===== src/rtl/wavegen_ctrl_sync.sv =====
`default_nettype none
// ============================================================================
// Module      : wavegen_ctrl_sync
// Description : Synchronises, filters and debounces the raw wave_generator
//               control pins into clean, mutually exclusive set strobes.
//               Optional macro WAVEGEN_AUTO_REPEAT_EN adds press auto-repeat.
// Revision    : 1.0 - initial release
// ============================================================================
module wavegen_ctrl_sync #(
  parameter int SYNC_STAGES     = 2,
  parameter int DEBOUNCE_CYCLES = 16,
  parameter int REPEAT_CYCLES   = 256
) (
  input  logic       clk_i,
  input  logic       rst_i,
  input  logic       enable_pin_i,
  input  logic [1:0] waveform_pin_i,
  input  logic       set_phase_pin_i,
  input  logic       set_amplitude_pin_i,
  input  logic [7:0] value_pin_i,
  output logic       enable_o,
  output logic [1:0] waveform_o,
  output logic       set_phase_strobe_o,
  output logic       set_amplitude_strobe_o,
  output logic [7:0] data_o
);

  localparam int                 SW       = 13;
  localparam int                 CNT_W    = $clog2(DEBOUNCE_CYCLES) + 1;
  localparam logic [CNT_W-1:0]   C_DEB_M1 = CNT_W'(DEBOUNCE_CYCLES - 1);
`ifdef WAVEGEN_AUTO_REPEAT_EN
  localparam int                 RPT_W    = $clog2(REPEAT_CYCLES) + 1;
  localparam logic [RPT_W-1:0]   C_RPT_M1 = RPT_W'(REPEAT_CYCLES - 1);
`endif

  if (SYNC_STAGES < 2 || SYNC_STAGES > 4 || DEBOUNCE_CYCLES < 2 || REPEAT_CYCLES < 1) begin : g_param_check
    $error("wavegen_ctrl_sync: illegal parameter value");
  end

  typedef enum logic [1:0] {
    S_IDLE      = 2'd0,
    S_ARMING    = 2'd1,
    S_PRESSED   = 2'd2,
    S_RELEASING = 2'd3
  } btn_state_t;

  logic [SW-1:0]                  w_pins;
  logic [SYNC_STAGES-1:0][SW-1:0] r_sync;
  logic [SW-1:0]                  w_sync;
  logic                           w_en_s;
  logic [1:0]                     w_wf_s;
  logic [1:0]                     w_btn_s;
  logic [7:0]                     w_val_s;
  logic [1:0]                     w_evt;

  logic       r_enable;
  logic [1:0] r_wf_prev;
  logic [1:0] r_waveform;
  logic       r_ph_stb;
  logic       r_amp_stb;
  logic       r_pend;
  logic [7:0] r_data;

  // All pins share one flop chain; bit order: value, amp, phase, waveform, enable
  assign w_pins  = {value_pin_i, set_amplitude_pin_i, set_phase_pin_i, waveform_pin_i, enable_pin_i};
  assign w_sync  = r_sync[SYNC_STAGES-1];
  assign w_en_s  = w_sync[0];
  assign w_wf_s  = w_sync[2:1];
  assign w_btn_s = w_sync[4:3];
  assign w_val_s = w_sync[12:5];

  always_ff @(posedge clk_i or negedge rst_i) begin
    if (!rst_i) begin
      r_sync <= '0;
    end else begin
      r_sync <= {r_sync[SYNC_STAGES-2:0], w_pins};
    end
  end

  always_ff @(posedge clk_i or negedge rst_i) begin
    if (!rst_i) begin
      r_enable   <= 1'b0;
      r_wf_prev  <= 2'b00;
      r_waveform <= 2'b00;
    end else begin
      r_enable  <= w_en_s;
      r_wf_prev <= w_wf_s;
      if (w_wf_s == r_wf_prev) begin
        r_waveform <= w_wf_s;
      end
    end
  end

  // Button 0 is set-phase, button 1 is set-amplitude
  for (genvar b = 0; b < 2; b++) begin : g_btn
    btn_state_t       r_state;
    logic [CNT_W-1:0] r_cnt;
    logic             r_evt;
`ifdef WAVEGEN_AUTO_REPEAT_EN
    logic [RPT_W-1:0] r_rpt;
`endif

    always_ff @(posedge clk_i or negedge rst_i) begin
      if (!rst_i) begin
        r_state <= S_IDLE;
        r_cnt   <= '0;
        r_evt   <= 1'b0;
`ifdef WAVEGEN_AUTO_REPEAT_EN
        r_rpt   <= '0;
`endif
      end else begin
        r_evt <= 1'b0;
`ifdef WAVEGEN_AUTO_REPEAT_EN
        r_rpt <= '0;
`endif
        case (r_state)
          S_IDLE: begin
            if (w_btn_s[b]) begin
              r_state <= S_ARMING;
              r_cnt   <= CNT_W'(1);
            end
          end
          S_ARMING: begin
            if (!w_btn_s[b]) begin
              r_state <= S_IDLE;
            end else if (r_cnt == C_DEB_M1) begin
              r_state <= S_PRESSED;
              r_evt   <= 1'b1;
            end else begin
              r_cnt <= r_cnt + 1'b1;
            end
          end
          S_PRESSED: begin
            if (!w_btn_s[b]) begin
              r_state <= S_RELEASING;
              r_cnt   <= CNT_W'(1);
            end
`ifdef WAVEGEN_AUTO_REPEAT_EN
            else if (r_rpt == C_RPT_M1) begin
              r_evt <= 1'b1;
            end else begin
              r_rpt <= r_rpt + 1'b1;
            end
`endif
          end
          S_RELEASING: begin
            if (w_btn_s[b]) begin
              r_state <= S_PRESSED;
            end else if (r_cnt == C_DEB_M1) begin
              r_state <= S_IDLE;
            end else begin
              r_cnt <= r_cnt + 1'b1;
            end
          end
          default: r_state <= S_IDLE;
        endcase
      end
    end

    assign w_evt[b] = r_evt;
  end

  // Phase wins a tie; a deferred amplitude press waits in r_pend and merges
  // with any further amplitude press arriving before it is issued.
  always_ff @(posedge clk_i or negedge rst_i) begin
    if (!rst_i) begin
      r_ph_stb  <= 1'b0;
      r_amp_stb <= 1'b0;
      r_pend    <= 1'b0;
      r_data    <= 8'h00;
    end else begin
      r_ph_stb  <= 1'b0;
      r_amp_stb <= 1'b0;
      if (w_evt[0]) begin
        r_ph_stb <= 1'b1;
        r_data   <= w_val_s;
        r_pend   <= r_pend | w_evt[1];
      end else if (w_evt[1] || r_pend) begin
        r_amp_stb <= 1'b1;
        r_data    <= w_val_s;
        r_pend    <= 1'b0;
      end
    end
  end

  assign enable_o               = r_enable;
  assign waveform_o             = r_waveform;
  assign set_phase_strobe_o     = r_ph_stb;
  assign set_amplitude_strobe_o = r_amp_stb;
  assign data_o                 = r_data;

endmodule
`default_nettype wire


===== config.mk =====
export PLATFORM = sky130hd
export DESIGN_NAME = wavegen_ctrl_sync
export DESIGN_NICKNAME = d
export VERILOG_FILES = /design/src/rtl/wavegen_ctrl_sync.sv
export SDC_FILE = /design/constraint.sdc
export NUM_CORES = 1
export LEC_CHECK = 0
export CAP_MARGIN = 20
export CORE_ASPECT_RATIO = 1.1
export CORE_UTILIZATION = 57
export DETAILED_ROUTE_END_ITERATION = 10
export HOLD_SLACK_MARGIN = 0.12
export PLACE_DENSITY = 0.9
export RECOVER_POWER = 100
export SYNTH_ARGS = -nofsm -noshare
export SYNTH_HDL_FRONTEND = slang
export SYNTH_SLANG_ARGS = --single-unit

===== constraint.sdc =====
create_clock -name clk_i -period 2.7 [get_ports clk_i]
set_input_delay 0.405 -clock clk_i [delete_from_list [all_inputs] [get_ports clk_i]]
set_output_delay 0.405 -clock clk_i [all_outputs]
set_load 0.05 [all_outputs]

==> impl_results.rst, run 1 <==
.. list-table::
   :header-rows: 1

   * - Metric
     - Value
   * - Share of final-layout standard cells stronger than drive strength 1
     - 0.160
   * - Pin count of the biggest net entering global routing
     - 40
   * - Register bit total from synthesis
     - 58
   * - Clock input transition at the sequential cells of the worst setup and hold paths
     - 0.10 ns
   * - Share of the synthesized area in the top cell type
     - 0.703
   * - Half-perimeter wire length after placement
     - 2370 um
   * - Kind of cell adding the most delay to the critical path
     - buffers and inverters
   * - Total track usage
     - 0.224
   * - Placed insts
     - 212
   * - Chip height
     - 65.1 um
   * - Top library cells by usage in the layout, fill and taps aside
     - sky130_fd_sc_hd__dfrtp_1 (58), sky130_fd_sc_hd__dlygate4sd3_1 (27), sky130_fd_sc_hd__nand2_1 (11)
   * - Sw power
     - 0.000559 W
   * - Tmin final
     - 2.04 ns
   * - Largest clock skew in the final design
     - 0.0145 ns
   * - Async S/R FF share, synth
     - 1.00
   * - Internal Dissipation
     - 0.00143 W
   * - Number of nets in the final layout
     - 197
   * - Mean instance size in the synthesized netlist
     - 15.2 sq um
   * - Die outline area
     - 3870 sq um
   * - Final count of hold timing violations
     - 0
   * - Sequential cell area fraction in the yosys report
     - 0.703
   * - Count of max-cap constraint violations
     - 0
   * - Prevailing post-synth register cell
     - sky130_fd_sc_hd__dfrtp_1
   * - Placeable core area
     - 3390 sq um
   * - Number of buffers on the longest clock path
     - 2
   * - Average wire per cell in the routed design
     - 14.5 um
   * - First-pass GRT wire length
     - 5880 um
   * - Final standard cell count with taps included and fillers excluded
     - 229
   * - Number of design rule violations left after detail routing
     - 0
   * - Antenna-violating nets left
     - 0
   * - Share of total power consumed by net switching
     - 0.281
   * - Part of the power in the clock network
     - 0.319
   * - Syn_nets
     - 157
   * - Total congestion overflow
     - 0
   * - Crit path buffers/inverters
     - 1
   * - Initial Utilization
     - 0.610
   * - Antenna Diode Count
     - 0
   * - Peak supply drop
     - 0.000504 V
   * - Combinational cell fraction of total power
     - 0.159
   * - CTS buffer count
     - 9
   * - Layout overhead on the synthesized area
     - 22.8%
   * - Synth Instances
     - 136
   * - Critical Path Source Type
     - flip-flop
   * - Iter 0 DRT Violations
     - 23
   * - Combined area of all synthesized cells
     - 2060 sq um
   * - Final Routed Wirelength
     - 3320 um
   * - # fillers
     - 217
   * - Worst slew margin relative to its limit
     - 0.244
   * - Post-CTS Resized
     - 0
   * - Startpoint-to-endpoint class of the critical path
     - flip-flop to output port
   * - Number of sinks driven by the clock tree
     - 58
   * - Maximum fanout along the worst path
     - 2
   * - Data required time at the worst endpoint
     - 2.30 ns
   * - Horizontal die dimension
     - 59.4 um
   * - IO Pins
     - 28
   * - Clock H-tree levels
     - 3
   * - Worst path setup slack after routing
     - 0.660 ns
   * - Fraction of synthesized area in multiplexers
     - 0.0594
   * - Part of the total power dissipated in sequential elements
     - 0.522
   * - Root buffer selected by CTS
     - sky130_fd_sc_hd__clkbuf_4
   * - EDFF count, synth
     - 0
   * - Fraction of the mapped netlist area in adder cells
     - 0.0364
   * - Dominant combinational cell family by area after synthesis
     - simple AND/OR/NAND/NOR gates
   * - Pre-CTS setup slack
     - 0.911 ns
   * - Final-report setup violation count
     - 0
   * - Unrepaired setup endpoints after global routing
     - false
   * - Vias after detailed routing
     - 1,188
   * - Total Negative Setup Slacks
     - 0 ns
   * - Number of global-route vias before repair
     - 1,298
   * - Slowest stage delay, CP
     - 0.88 ns
   * - Share of the cycle needed by the critical path after routing
     - 0.756
   * - Length of the first detailed-routing pass in iterations
     - 6
   * - Top area cells in the synthesized netlist
     - sky130_fd_sc_hd__dfrtp_1 (70%), sky130_fd_sc_hd__mux2_2 (5.5%), sky130_fd_sc_hd__ha_1 (3.6%)
   * - Fraction of synthesized cell area in xor and xnor cells
     - 0.0285
   * - TritonCTS clock tree
     - yes
   * - Final estimated routing congestion in global placement
     - 0.717
   * - Type of the worst min-delay path
     - flip-flop to flip-flop
   * - Most area-hungry cell type in the Yosys netlist
     - sky130_fd_sc_hd__dfrtp_1
   * - Number of core rows
     - 22
   * - Worst endpoint data arrival time
     - 1.64 ns
   * - Slew at the pin closest to its max-slew limit
     - 1.13 ns
   * - Number of antenna violations at the first check in global routing
     - 0
   * - Static leakage
     - 1.21 nW
   * - Outcome
     - finished, final reports clean
   * - Highest clock rate
     - 490 MHz
   * - Count of unique library cells instantiated by Yosys
     - 31
   * - Count of warnings emitted by yosys
     - 0
   * - Source-to-sink clock delay at the later pin of the worst-skew pair
     - 0.39 ns
   * - Count of input and output buffers
     - 27
   * - Max Transition Viols Final
     - 0
   * - Crit end category
     - output port
   * - Crit-path cells
     - dlygate4sd3_1
   * - Power per Cell Area
     - 786 nW/um^2
   * - Slowest cell on the critical path
     - sky130_fd_sc_hd__dlygate4sd3_1
   * - Most common cell after layout, fill and taps aside
     - sky130_fd_sc_hd__dfrtp_1
   * - Detail-routed via count per cell
     - 5.19
   * - Compound-Gate Fraction of Synth Area
     - 0.0770
   * - Post-synthesis share of cell area spent on and, or, nand and nor gates
     - 0.0879
[power by group through the flow]
stage                     combinational (W)  clock, W  sequential (W)
after floorplan                    0.000156         0         0.00110
after global placement             0.000305         0         0.00105
after detailed placement           0.000331         0         0.00106
after CTS                          0.000334  0.000653         0.00104
after global routing               0.000346  0.000690         0.00105
final                              0.000317  0.000635         0.00104
[metal layers]
layer,GRT usage,part of all wire,vias up
met5,0,0,-
met4,0.116,0.026,0
met3,0.106,0.040,9
met2,0.346,0.51,28
met1,0.258,0.42,591
li1,-,-,560
[cell type report]
cell class	count	area, sq um	share of cell area
Tap cell	48	60.1	0.0237
Timing Repair Buffer	30	283	0.112
Clock buffer	12	98.8	0.0390
Sequential cell	58	1450	0.573
Multi-Input combinational cell	74	581	0.229
Inverter	3	11.3	0.00444
Clock inverter	4	50.0	0.0197
[stage by stage]
| step | util | area, sq um | power, W | hold WS [ns] |
|---|---|---|---|---|
| floorplan | - | 2060 | 0.00126 | 0.109 |
| global placement | 0.709 | 2400 | 0.00135 | 0.333 |
| detailed placement | 0.709 | 2400 | 0.00139 | 0.335 |
| CTS | 0.756 | 2560 | 0.00203 | 0.352 |
| global route | 0.749 | 2530 | 0.00209 | 0.352 |
| finish | 0.749 | 2530 | 0.00199 | 0.348 |
[flip-flops by register name, indices dropped and copies added, names as in the netlist, 2 cells and up, named ones only]
register / flops
data_o: 8
g_btn.r_cnt: 10
g_btn.r_evt: 2
g_btn.r_state: 2
r_sync: 13
r_wf_prev: 2
w_sync: 13
waveform_o: 2
[synthesized netlist by cell type (2+ instances only)]
| cell type | count |
|---|---|
| sky130_fd_sc_hd__a21oi_1 | 4 |
| sky130_fd_sc_hd__and3_1 | 2 |
| sky130_fd_sc_hd__o211ai_1 | 3 |
| sky130_fd_sc_hd__xnor2_2 | 2 |
| sky130_fd_sc_hd__xor2_1 | 3 |
| sky130_fd_sc_hd__nor2_1 | 2 |
| sky130_fd_sc_hd__a22o_1 | 3 |
| sky130_fd_sc_hd__ha_1 | 6 |
| sky130_fd_sc_hd__nor2b_1 | 3 |
| sky130_fd_sc_hd__nand2_1 | 11 |
| sky130_fd_sc_hd__a32o_1 | 2 |
| sky130_fd_sc_hd__dfrtp_1 | 58 |
| sky130_fd_sc_hd__mux2_2 | 10 |
| sky130_fd_sc_hd__o21ai_0 | 2 |
| sky130_fd_sc_hd__nand2b_1 | 2 |
| sky130_fd_sc_hd__nand4b_1 | 2 |
| sky130_fd_sc_hd__a21o_1 | 4 |
| sky130_fd_sc_hd__and4b_1 | 2 |
| sky130_fd_sc_hd__inv_1 | 3 |
[cells by family (layout without fill, tap and decap cells)]
family,Yosys count,count (layout)
buffers and inverters,4,49
AOI/OAI and AO/OA,22,22
muxes,11,11
and+or+nand+nor,30,30
xor gates and xnor gates,5,5
DFF,58,58
adders and majority gates,6,6
[path summary, 6_finish.rpt]
check	from	to	slack, ns	depth (start not counted)
setup / recovery	data_o[5]	data_o[5]	0.66	1
hold / removal	r_sync[10]	w_sync[10]	0.35	0
setup reg to reg	g_btn[0].r_evt	data_o[6]	0.82	2
hold reg to reg	r_sync[10]	w_sync[10]	0.35	0
max in group asynchronous	rst_i	g_btn[0].r_cnt[1]	1.10	3
min in group asynchronous	rst_i	r_wf_prev[1]	0.64	2
[what timing repair did]
action / CTS / global route
hold buffers: 1 / 0
buffers inserted: 0 / 0
setup endpoints to repair: 0 / 0
hold endpoints to repair: 37 / 0
(Power assumes the default switching activity.)
==> inputs of run 2 (changes only) <==
Settings changed: CORE_UTILIZATION 57 to 53, PLACE_DENSITY 0.9 to 0.85.
Clock period 2.7 ns to 1.96 ns, I/O delays scaled along.
==> run 2 against run 1 <==
Against the previous run:
- sequential power up 38%
- global-route usage fell by 3.1 points
- power increased by 49%
- flip-flop and latch count unchanged
- count of clock-buffer cells in the layout decreased by 1
- die area rose by 7.3%
- clock skew is 0.0081 ns lower
- critical path type unchanged
- largest cell class unchanged
==> impl_results.rst, run 2 (synthesis results as in run 1) <==
.. list-table::
   :header-rows: 1

   * - Metric
     - Value
   * - Number of cells traversed by the worst register-to-register path
     - 6 (+4)
   * - Worst slew margin relative to its limit
     - 0.556 (+0.312)
   * - Worst endpoint data arrival time
     - 1.57 ns (-0.07 ns)
   * - Number of design rule violations left after detail routing
     - 0 (unchanged)
   * - Clock H-tree levels
     - 3 (unchanged)
   * - Number of sinks driven by the clock tree
     - 58 (unchanged)
   * - Slew at the pin closest to its max-slew limit
     - 0.665 ns (-0.460 ns)
   * - Average wire per cell in the routed design
     - 13.9 um (-4.1%)
   * - Outcome
     - finished, final reports clean
   * - Crit-path cells
     - dlygate4sd3_1
   * - Total track usage
     - 0.193 (-0.0313)
   * - Source of the critical timing path
     - waveform_o[0]
   * - Setup slack, reg-to-reg
     - 0.17 ns (-0.65 ns)
   * - IO Pins
     - 28 (unchanged)
   * - Endpoint of the worst setup timing path
     - waveform_o[0]
   * - Crit end category
     - output port
   * - First-pass GRT wire length
     - 5240 um (-11%)
   * - Share of the cycle needed by the critical path after routing
     - 0.949
   * - Total congestion overflow
     - 0 (unchanged)
   * - Critical Path Source Type
     - flip-flop
   * - CTS buffer count
     - 9 (unchanged)
   * - RR Startpoint
     - g_btn[0].r_cnt[0]
   * - Data required time at the worst endpoint
     - 1.67 ns (-0.63 ns)
   * - Kind of cell adding the most delay to the critical path
     - buffers and inverters
   * - Placed insts
     - 213 (+0.47%)
   * - Final estimated routing congestion in global placement
     - 0.812 (+13%)
   * - Number of nets in the final layout
     - 196 (-0.51%)
   * - Slowest stage delay, CP
     - 0.88 ns (about the same)
   * - Chip height
     - 67.5 um (+3.6%)
   * - Slowest cell on the critical path
     - sky130_fd_sc_hd__dlygate4sd3_1
   * - Number of buffers inserted by hold repair at cts
     - 1 (unchanged)
   * - Horizontal die dimension
     - 61.5 um (+3.6%)
   * - Number of core rows
     - 23 (+4.5%)
   * - Die outline area
     - 4150 sq um (+7.3%)
   * - TritonCTS clock tree
     - yes
   * - Peak supply drop
     - 0.000790 V (+57%)
   * - Layout overhead on the synthesized area
     - 25.7%
   * - PnR Total Power
     - 0.00296 W (+49%)
   * - Root buffer selected by CTS
     - sky130_fd_sc_hd__clkbuf_8
   * - Worst reg2reg path endpoint
     - g_btn[0].r_cnt[2]
   * - Share of the core filled with cells
     - 0.704 (-0.0442)
   * - Post-CTS setup buffers
     - 0 (unchanged)
   * - Largest clock skew in the final design
     - 0.00643 ns (-0.00806 ns)
   * - Final standard cell count with taps included and fillers excluded
     - 230 (+0.44%)
   * - Count of input and output buffers
     - 27 (unchanged)
   * - Half-perimeter wire length after placement
     - 2310 um (-2.5%)
   * - Antenna Diode Count
     - 0 (unchanged)
   * - Number of gates on the worst path with buffers counted
     - 1 (unchanged)
   * - Unrepaired setup endpoints after global routing
     - false
   * - Final Routed Wirelength
     - 3200 um (-3.6%)
   * - Number of antenna violations at the first check in global routing
     - 0 (unchanged)
   * - Maximum fanout along the worst path
     - 3 (+1)
   * - Power per Cell Area
     - 1140 nW/um^2 (+45%)
   * - Number of global-route vias before repair
     - 1,180 (-9.1%)
   * - Most common cell after layout, fill and taps aside
     - sky130_fd_sc_hd__dfrtp_1
   * - Iter 0 DRT Violations
     - 35 (+52%)
   * - Detail-routed via count per cell
     - 5.12 (-1.3%)
   * - Source-to-sink clock delay at the later pin of the worst-skew pair
     - 0.33 ns (-0.06 ns)
   * - Antenna-violating nets left
     - 0 (unchanged)
   * - Tmin final
     - 1.86 ns
   * - Top library cells by usage in the layout, fill and taps aside
     - sky130_fd_sc_hd__dfrtp_1 (58), sky130_fd_sc_hd__dlygate4sd3_1 (25), sky130_fd_sc_hd__nand2_1 (11), sky130_fd_sc_hd__clkbuf_8 (11), sky130_fd_sc_hd__mux2_2 (9)
   * - Vias after detailed routing
     - 1,178 (-0.84%)
   * - Share of final-layout standard cells stronger than drive strength 1
     - 0.172 (+0.0120)
   * - Post-CTS Resized
     - 0 (unchanged)
   * - Highest clock rate
     - 538 MHz
   * - Count of max-cap constraint violations
     - 0 (unchanged)
   * - Type of the worst min-delay path
     - flip-flop to flip-flop
   * - Placeable core area
     - 3680 sq um (+8.8%)
   * - Final count of hold timing violations
     - 0 (unchanged)
   * - Max Transition Viols Final
     - 0 (unchanged)
   * - Pin count of the biggest net entering global routing
     - 32 (-20%)
   * - Number of buffers on the longest clock path
     - 2 (unchanged)
   * - Crit path buffers/inverters
     - 1 (unchanged)
   * - Final-report setup violation count
     - 0 (unchanged)
   * - Startpoint-to-endpoint class of the critical path
     - flip-flop to output port
   * - Total Negative Setup Slacks
     - 0 ns (unchanged)
   * - Length of the first detailed-routing pass in iterations
     - 5 (-1)
   * - Initial Utilization
     - 0.560 (-0.0493)
   * - Static leakage
     - 1.24 nW (+2.6%)
   * - Clock input transition at the sequential cells of the worst setup and hold paths
     - 0.06 ns (-0.04 ns)
run 2: per-stage QoR:
| step | area [sq um] | worst slack, ns | hold WS (ns) |
|---|---|---|---|
| after floorplan | 2060 | 0.295 | -0.00159 |
| after global placement | 2410 | 0.262 | 0.324 |
| after detailed placement | 2410 | 0.162 | 0.335 |
| after CTS | 2620 | 0.145 | 0.351 |
| after global routing | 2590 | 0.0475 | 0.355 |
| final | 2590 | 0.100 | 0.347 |
run 2: cell type report:
cell class	instances	area [sq um]
flip-flops and latches	58	1450
fillers	262	1090
multi-input cells	74	586
repair buffers	29	280
clock buffers	11	151
well taps	50	62.6
clock inverters	5	52.6
inverters	3	11.3
run 2: metal layers:
layer / global-route usage / share of wire
met3: 0.0747 / 0.034
met5: 0 / 0
met1: 0.209 / 0.38
met2: 0.298 / 0.55
met4: 0.150 / 0.032
run 2: worst min path at each step:
stage	startpoint	end	slack, ns	cells past startpoint
2_1_floorplan	rst_i	async pin	-0.002	0
3_3_place_gp	rst_i	r_sync[0]	0.32	1
3_5_place_dp	r_sync[9]	w_sync[9]	0.33	0
4_1_cts	r_sync[4]	w_sync[4]	0.35	0
5_1_grt	r_sync[2]	w_sync[2]	0.36	0
6_report	r_sync[3]	w_sync[3]	0.35	0
run 2: worst register-to-register path, delay by kind of cell (launching register included):
| kind | cells | cell delay (ns) |
|---|---|---|
| adders and majority gates | 2 | 0.49 |
| DFF | 1 | 0.40 |
| AOI/OAI and AO/OA | 2 | 0.40 |
| and+or+nand+nor | 2 | 0.38 |
run 2: report_power, final:
group / total, W / switching [W] / leakage, nW / internal (W)
Sequential: 0.00144 / 0.000110 / 0.720 / 0.00133
Clock: 0.00109 / 0.000443 / 0.105 / 0.000648
Combinational: 0.000428 / 0.000238 / 0.418 / 0.000191
Total: 0.00296 / 0.000792 / 1.24 / 0.00217
